===== src/rtl/sap1_pkg.sv =====
// Shared SAP-1 definitions: datapath width, bus word type and the controller word layout.
package sap1_pkg;

    localparam int unsigned SAP1_WIDTH = 8;

    typedef logic [SAP1_WIDTH-1:0] word_t;

    // Controller strobes in the same field order the controller emits them.
    typedef struct packed {
        logic c_p;
        logic e_p;
        logic l_m_n;
        logic c_e_n;
        logic l_i_n;
        logic e_i_n;
        logic l_a_n;
        logic e_a;
        logic s_u;
        logic e_u;
        logic l_b_n;
        logic l_o_n;
    } ctrl_word_t;

endpackage : sap1_pkg


===== src/rtl/acc_breg_if.sv =====
// W-bus / adder-facing connection bundle for the accumulator and B register.
// Optional flag outputs appear when ACC_FLAGS_EN is defined.
interface acc_breg_if
    import sap1_pkg::*;
#(
    parameter int unsigned WIDTH = SAP1_WIDTH
);
    logic [WIDTH-1:0] W_BUS_IN;
    logic             L_A_N;
    logic             E_A;
    logic             L_B_N;
    logic [WIDTH-1:0] ACC_Q;
    logic [WIDTH-1:0] B_Q;
    logic [WIDTH-1:0] W_BUS_OUT;
    logic             W_BUS_OE;
    logic             LOAD_CONFLICT;
`ifdef ACC_FLAGS_EN
    logic             ZERO_F;
    logic             SIGN_F;
`endif

    // Controller / bus-mux side.
    modport master (
        output W_BUS_IN, L_A_N, E_A, L_B_N,
        input  ACC_Q, B_Q, W_BUS_OUT, W_BUS_OE, LOAD_CONFLICT
`ifdef ACC_FLAGS_EN
        , input ZERO_F, SIGN_F
`endif
    );

    // Register block side.
    modport slave (
        input  W_BUS_IN, L_A_N, E_A, L_B_N,
        output ACC_Q, B_Q, W_BUS_OUT, W_BUS_OE, LOAD_CONFLICT
`ifdef ACC_FLAGS_EN
        , output ZERO_F, SIGN_F
`endif
    );

endinterface : acc_breg_if


===== src/rtl/acc_breg_reg_ld.sv =====
// Generic register with async active-low clear and active-low synchronous load.
module reg_ld #(
    parameter int unsigned WIDTH = 8
) (
    input  logic             clk,
    input  logic             clr_n,
    input  logic             ld_n,
    input  logic [WIDTH-1:0] d,
    output logic [WIDTH-1:0] q
);

    // Capture d when the load strobe is low, otherwise hold.
    always_ff @(posedge clk or negedge clr_n) begin
        if (!clr_n) begin
            q <= '0;
        end else if (!ld_n) begin
            q <= d;
        end
    end

endmodule : reg_ld


===== src/rtl/acc_breg.sv =====
// SAP-1 accumulator (A) and B register feeding the adder-subtractor.
// Optional macro ACC_FLAGS_EN adds registered ZERO_F / SIGN_F outputs.
module acc_breg
    import sap1_pkg::*;
#(
    parameter int unsigned WIDTH = SAP1_WIDTH
) (
    input  logic        CLK,
    input  logic        CLR_N,
    acc_breg_if.slave   bus
);

    logic [WIDTH-1:0] acc_q;
    logic [WIDTH-1:0] b_q;
    logic             conflict_q;

    reg_ld #(.WIDTH(WIDTH)) u_acc (
        .clk   (CLK),
        .clr_n (CLR_N),
        .ld_n  (bus.L_A_N),
        .d     (bus.W_BUS_IN),
        .q     (acc_q)
    );

    reg_ld #(.WIDTH(WIDTH)) u_breg (
        .clk   (CLK),
        .clr_n (CLR_N),
        .ld_n  (bus.L_B_N),
        .d     (bus.W_BUS_IN),
        .q     (b_q)
    );

    // Sticky debug flag: accumulator loading while it is also driving the bus.
    always_ff @(posedge CLK or negedge CLR_N) begin
        if (!CLR_N) begin
            conflict_q <= 1'b0;
        end else if (!bus.L_A_N && bus.E_A) begin
            conflict_q <= 1'b1;
        end
    end

`ifdef ACC_FLAGS_EN
    logic zero_q;
    logic sign_q;

    // Flags computed from the incoming load value so they line up with ACC_Q.
    always_ff @(posedge CLK or negedge CLR_N) begin
        if (!CLR_N) begin
            zero_q <= 1'b0;
            sign_q <= 1'b0;
        end else if (!bus.L_A_N) begin
            zero_q <= (bus.W_BUS_IN == '0);
            sign_q <= bus.W_BUS_IN[WIDTH-1];
        end
    end

    assign bus.ZERO_F = zero_q;
    assign bus.SIGN_F = sign_q;
`endif

    // Bus source is zero when idle so the bus mux can OR all sources.
    assign bus.W_BUS_OE      = bus.E_A;
    assign bus.W_BUS_OUT     = bus.E_A ? acc_q : '0;
    assign bus.ACC_Q         = acc_q;
    assign bus.B_Q           = b_q;
    assign bus.LOAD_CONFLICT = conflict_q;

endmodule : acc_breg


===== src/flat_wrapper.sv =====
// flat-port wrapper written by rule: the top's interface ports become plain ports
module acc_breg_flat import sap1_pkg::*;
#(
    parameter int unsigned WIDTH = SAP1_WIDTH
)
  (CLK, CLR_N, bus_W_BUS_IN, bus_L_A_N, bus_E_A, bus_L_B_N, bus_ACC_Q, bus_B_Q, bus_W_BUS_OUT, bus_W_BUS_OE, bus_LOAD_CONFLICT);
  acc_breg_if #(.WIDTH(WIDTH)) bus_i ();
  input  logic CLK;
  input  logic CLR_N;
  input wire logic [$bits(bus_i.W_BUS_IN)-1:0] bus_W_BUS_IN;
  input wire logic [$bits(bus_i.L_A_N)-1:0] bus_L_A_N;
  input wire logic [$bits(bus_i.E_A)-1:0] bus_E_A;
  input wire logic [$bits(bus_i.L_B_N)-1:0] bus_L_B_N;
  output wire logic [$bits(bus_i.ACC_Q)-1:0] bus_ACC_Q;
  output wire logic [$bits(bus_i.B_Q)-1:0] bus_B_Q;
  output wire logic [$bits(bus_i.W_BUS_OUT)-1:0] bus_W_BUS_OUT;
  output wire logic [$bits(bus_i.W_BUS_OE)-1:0] bus_W_BUS_OE;
  output wire logic [$bits(bus_i.LOAD_CONFLICT)-1:0] bus_LOAD_CONFLICT;
  assign bus_i.W_BUS_IN = bus_W_BUS_IN;
  assign bus_i.L_A_N = bus_L_A_N;
  assign bus_i.E_A = bus_E_A;
  assign bus_i.L_B_N = bus_L_B_N;
  assign bus_ACC_Q = bus_i.ACC_Q;
  assign bus_B_Q = bus_i.B_Q;
  assign bus_W_BUS_OUT = bus_i.W_BUS_OUT;
  assign bus_W_BUS_OE = bus_i.W_BUS_OE;
  assign bus_LOAD_CONFLICT = bus_i.LOAD_CONFLICT;
  acc_breg #(.WIDTH(WIDTH)) u_core (.CLK(CLK), .CLR_N(CLR_N), .bus(bus_i));
endmodule

===== config.mk =====
export PLATFORM = sky130hd
export DESIGN_NAME = acc_breg_flat
export DESIGN_NICKNAME = d
export VERILOG_FILES = /design/src/rtl/sap1_pkg.sv /design/src/rtl/acc_breg_if.sv /design/src/rtl/acc_breg_reg_ld.sv /design/src/rtl/acc_breg.sv /design/src/flat_wrapper.sv
export SDC_FILE = /design/constraint.sdc
export NUM_CORES = 1
export LEC_CHECK = 0
export BUFFER_PORTS_ARGS = -buffer_cell sky130_fd_sc_hd__buf_2
export CAP_MARGIN = 25
export CORE_MARGIN = 8
export CORE_UTILIZATION = 46
export DETAILED_ROUTE_END_ITERATION = 8
export HOLD_SLACK_MARGIN = 0.15
export PLACE_DENSITY = 0.81
export RECOVER_POWER = 100
export SYNTH_ARGS = -nofsm -noshare
export SYNTH_HDL_FRONTEND = slang
export SYNTH_HIERARCHICAL = 1
export SYNTH_SLANG_ARGS = --single-unit

===== constraint.sdc =====
create_clock -name CLK -period 1.2 [get_ports CLK]
set_input_delay 0.24 -clock CLK [delete_from_list [all_inputs] [get_ports CLK]]
set_output_delay 0.24 -clock CLK [all_outputs]
set_load 0.03 [all_outputs]

==> results.py <==
metrics = {
    "routing": {
        "ant_nets": 0,
        "routedWlPerCell_um": 17.22,
        "drtIter0Drc": 4,
        "num_vias": 527,
        "routed_via_density": 4.705,
        "wirelength_um": 1929,
        "firstDrtPassIters": 3,
        "drc": 0,
    },
    "grt": {
        "grt_pass1_vias": 672,
        "grt_pass1_wl_um": 3105,
        "grt_max_degree": 18,
        "track_usage_pct": 12.19,
        "overflow": 0,
        "antenna_found_initial": 0,
    },
    "sta": {
        "tightestPinTransition_ns": 0.4178,
        "period_share_pct": 102.3,
        "slew_headroom_pct": 72.14,
        "slew_viol_final": 0,
        "worst_slack_ns": -0.02722,
        "fin_hold_ws_ns": 0.1781,
        "fmax_mhz": 814.9,
        "finalHoldViolCount": 0,
        "rsz0062_at_grt": "yes",
        "setup_viol": 9,
        "clock_skew_ns": 0,
        "period_needed_ns": 1.227,
    },
    "synthesis": {
        "synth-edff-count": 0,
        "synth_top_area_cell": "dfrtp_1",
        "ys.warnings.count": 6,
        "syn-instance-count": 46,
        "syn_nets": 59,
        "async_flop_share_pct": 100.0,
        "synth.most_common_cell": "dfrtp_1",
        "synth_top_area_share_pct": 56.11,
        "postSynthAreaPerCell_um2": 16.48,
        "synthTopCellsByCount": "dfrtp_1 (17), mux2_4 (16), and2_1 (8), buf_6 (2)",
        "synth_cell_types": 7,
        "ys_seq_elements": 17,
        "ys.flop_type": "dfrtp_1",
        "ys_seq_area_share_pct": 56.11,
        "ys_top_cells_by_area": "dfrtp_1 (56%), mux2_4 (32%), and2_1 (6.6%)",
        "syn_area_um2": 758.2,
    },
    "clock_tree": {
        "root_buffer": "clkbuf_4",
        "cts_tree": "yes",
        "cts_inserted_buffers": 3,
        "clock-sinks": 17,
        "clk_latency_ns": 0.28,
        "clock_path_buffers": 2,
        "htreeDepth": 1,
        "path_clk_slew_ns": 0.10,
    },
    "pwr": {
        "cellLeakagePower_nw": 0.5716,
        "power_mw": 1.454,
        "ir_drop_uv": 824.1,
        "powerDensity_nw_per_um2": 1311,
    },
    "worst_setup_path": {
        "endpoint_kind": "primary output",
        "critical_path_class": "flop to primary output",
        "reg2reg_depth": 3,
        "r2r_setup_slack_ns": 0.18,
        "crit_start": "u_core/u_acc/q[7]",
        "required_ns": 0.96,
        "reg2reg_from": "u_core/u_acc/q[7]",
        "r2r-end": "u_core/u_acc/q[7]",
        "crit_arrival_ns": 0.99,
        "path_max_fanout": 2,
        "critPathLaunchType": "flop",
    },
    "floorplan": {
        "fp.coreArea_um2": 1524,
        "rows": 14,
        "die_w_um": 56.60,
        "die_h_um": 56.60,
        "die_area_um2": 3204,
        "start_util_pct": 49.75,
        "io_pins": 39,
    },
    "place": {
        "place_inst": 97,
        "portBuffers": 38,
        "gp_congestion": 0.6585,
        "place_hpwl_um": 1237,
    },
    "worst_hold_path": {
        "hp-class": "input pin to flop",
        "min_path_cells": 2,
        "holdPathEnd": "u_core/u_breg/q[1]",
        "min_from": "bus_W_BUS_IN[1]",
    },
    "cells_and_area": {
        "fillers": 114,
        "final_nets": 110,
        "antenna-diode-count": 0,
        "drive_gt1_share_pct": 66.67,
        "stdcell_count": 112,
        "final_core_util_pct": 72.74,
        "syn2layout_area_growth_pct": 46.20,
    },
    "status": {
        "violations": "setup timing",
        "outcome": "complete, but fails checks",
    },
    "flow_run": {
        "max-cap-violations": 0,
    },
}
## cells by family (layout without fill, tap and decap cells)
kind of cell	after synthesis	after routing	synth area share [%]
buf+inv	4	54	4.455
flops	17	17	56.11
simple gates	8	8	6.601
mux	16	16	31.68
compound gates	1	1	1.155
## flip-flops by register name (all words and copies together), names as in the netlist
signal                    flops
u_core/bus.LOAD_CONFLICT      1
u_core/u_acc/q                8
u_core/u_breg/q               8
## cell type report
type	count	area (µm²)	share of cell area, %
sequential	17	425.4	38.37
inverter	1	3.754	0.3386
tap	16	20.02	1.806
clock buffer	4	26.28	2.370
timing repair buffer	49	344.1	31.04
multi-input combinational	25	289.0	26.07
## worst max-delay path, stage by stage, from the launching register on
cell	delay, ns
dfrtp_1	0.40
and2_4	0.17
buf_6	0.13
## routing by layer
metal | vias up | part of all wire (%) | track usage [%] | wire length (µm)
li1 | 251 | - | - | -
met1 | 249 | 39 | 12.22 | 759
met2 | 23 | 50 | 20.38 | 965
met3 | 4 | 8.3 | 6.067 | 161
met4 | 0 | 2.2 | 5.842 | 43
met5 | - | 0 | 0 | 0
## placed cells by master, fill, tap and decap left out, drive strengths merged
master | netlist | routed
and2 | 8 | 8
clkbuf | 0 | 24
mux2 | 16 | 16
dfrtp | 17 | 17
a21o | 1 | 1
buf | 3 | 28
dlygate4sd3 | 0 | 1
inv | 1 | 1
## how the worst max path moves through the flow
stage / end / slack, ns
after global routing: bus_W_BUS_OUT[7] / -0.07
after global placement: bus_W_BUS_OUT[7] / 0.21
after CTS: bus_W_BUS_OUT[6] / -0.02
final: bus_W_BUS_OUT[7] / -0.03
after detailed placement: bus_W_BUS_OUT[7] / 0.22
after floorplan: bus_W_BUS_OUT[0] / 0.11
## timing repair
| item | CTS | global route |
|---|---|---|
| setup buffers | 8 | 2 |
| resized for setup | 33 | 3 |
| pin swaps | 2 | 0 |
| setup endpoints to repair | 8 | 12 |
| hold buffers | 1 | 0 |
| endpoints found under the hold margin | 17 | 0 |
## where the power goes
part,internal [mW],switching (mW),total (mW)
sequential,0.626,0.0316,0.658
combinational,0.224,0.271,0.495
clock,0.129,0.171,0.300
## through the flow
step	TNS, ns	cell area (µm²)	setup slack [ns]
after floorplan	0	758.2	0.1135
after global placement	0	938.4	0.2138
after detailed placement	0	938.4	0.2180
after CTS	-0.05163	1134	-0.02318
after global routing	-0.6281	1109	-0.06903
final	-0.09958	1109	-0.02722
(Power assumes the default switching activity.)
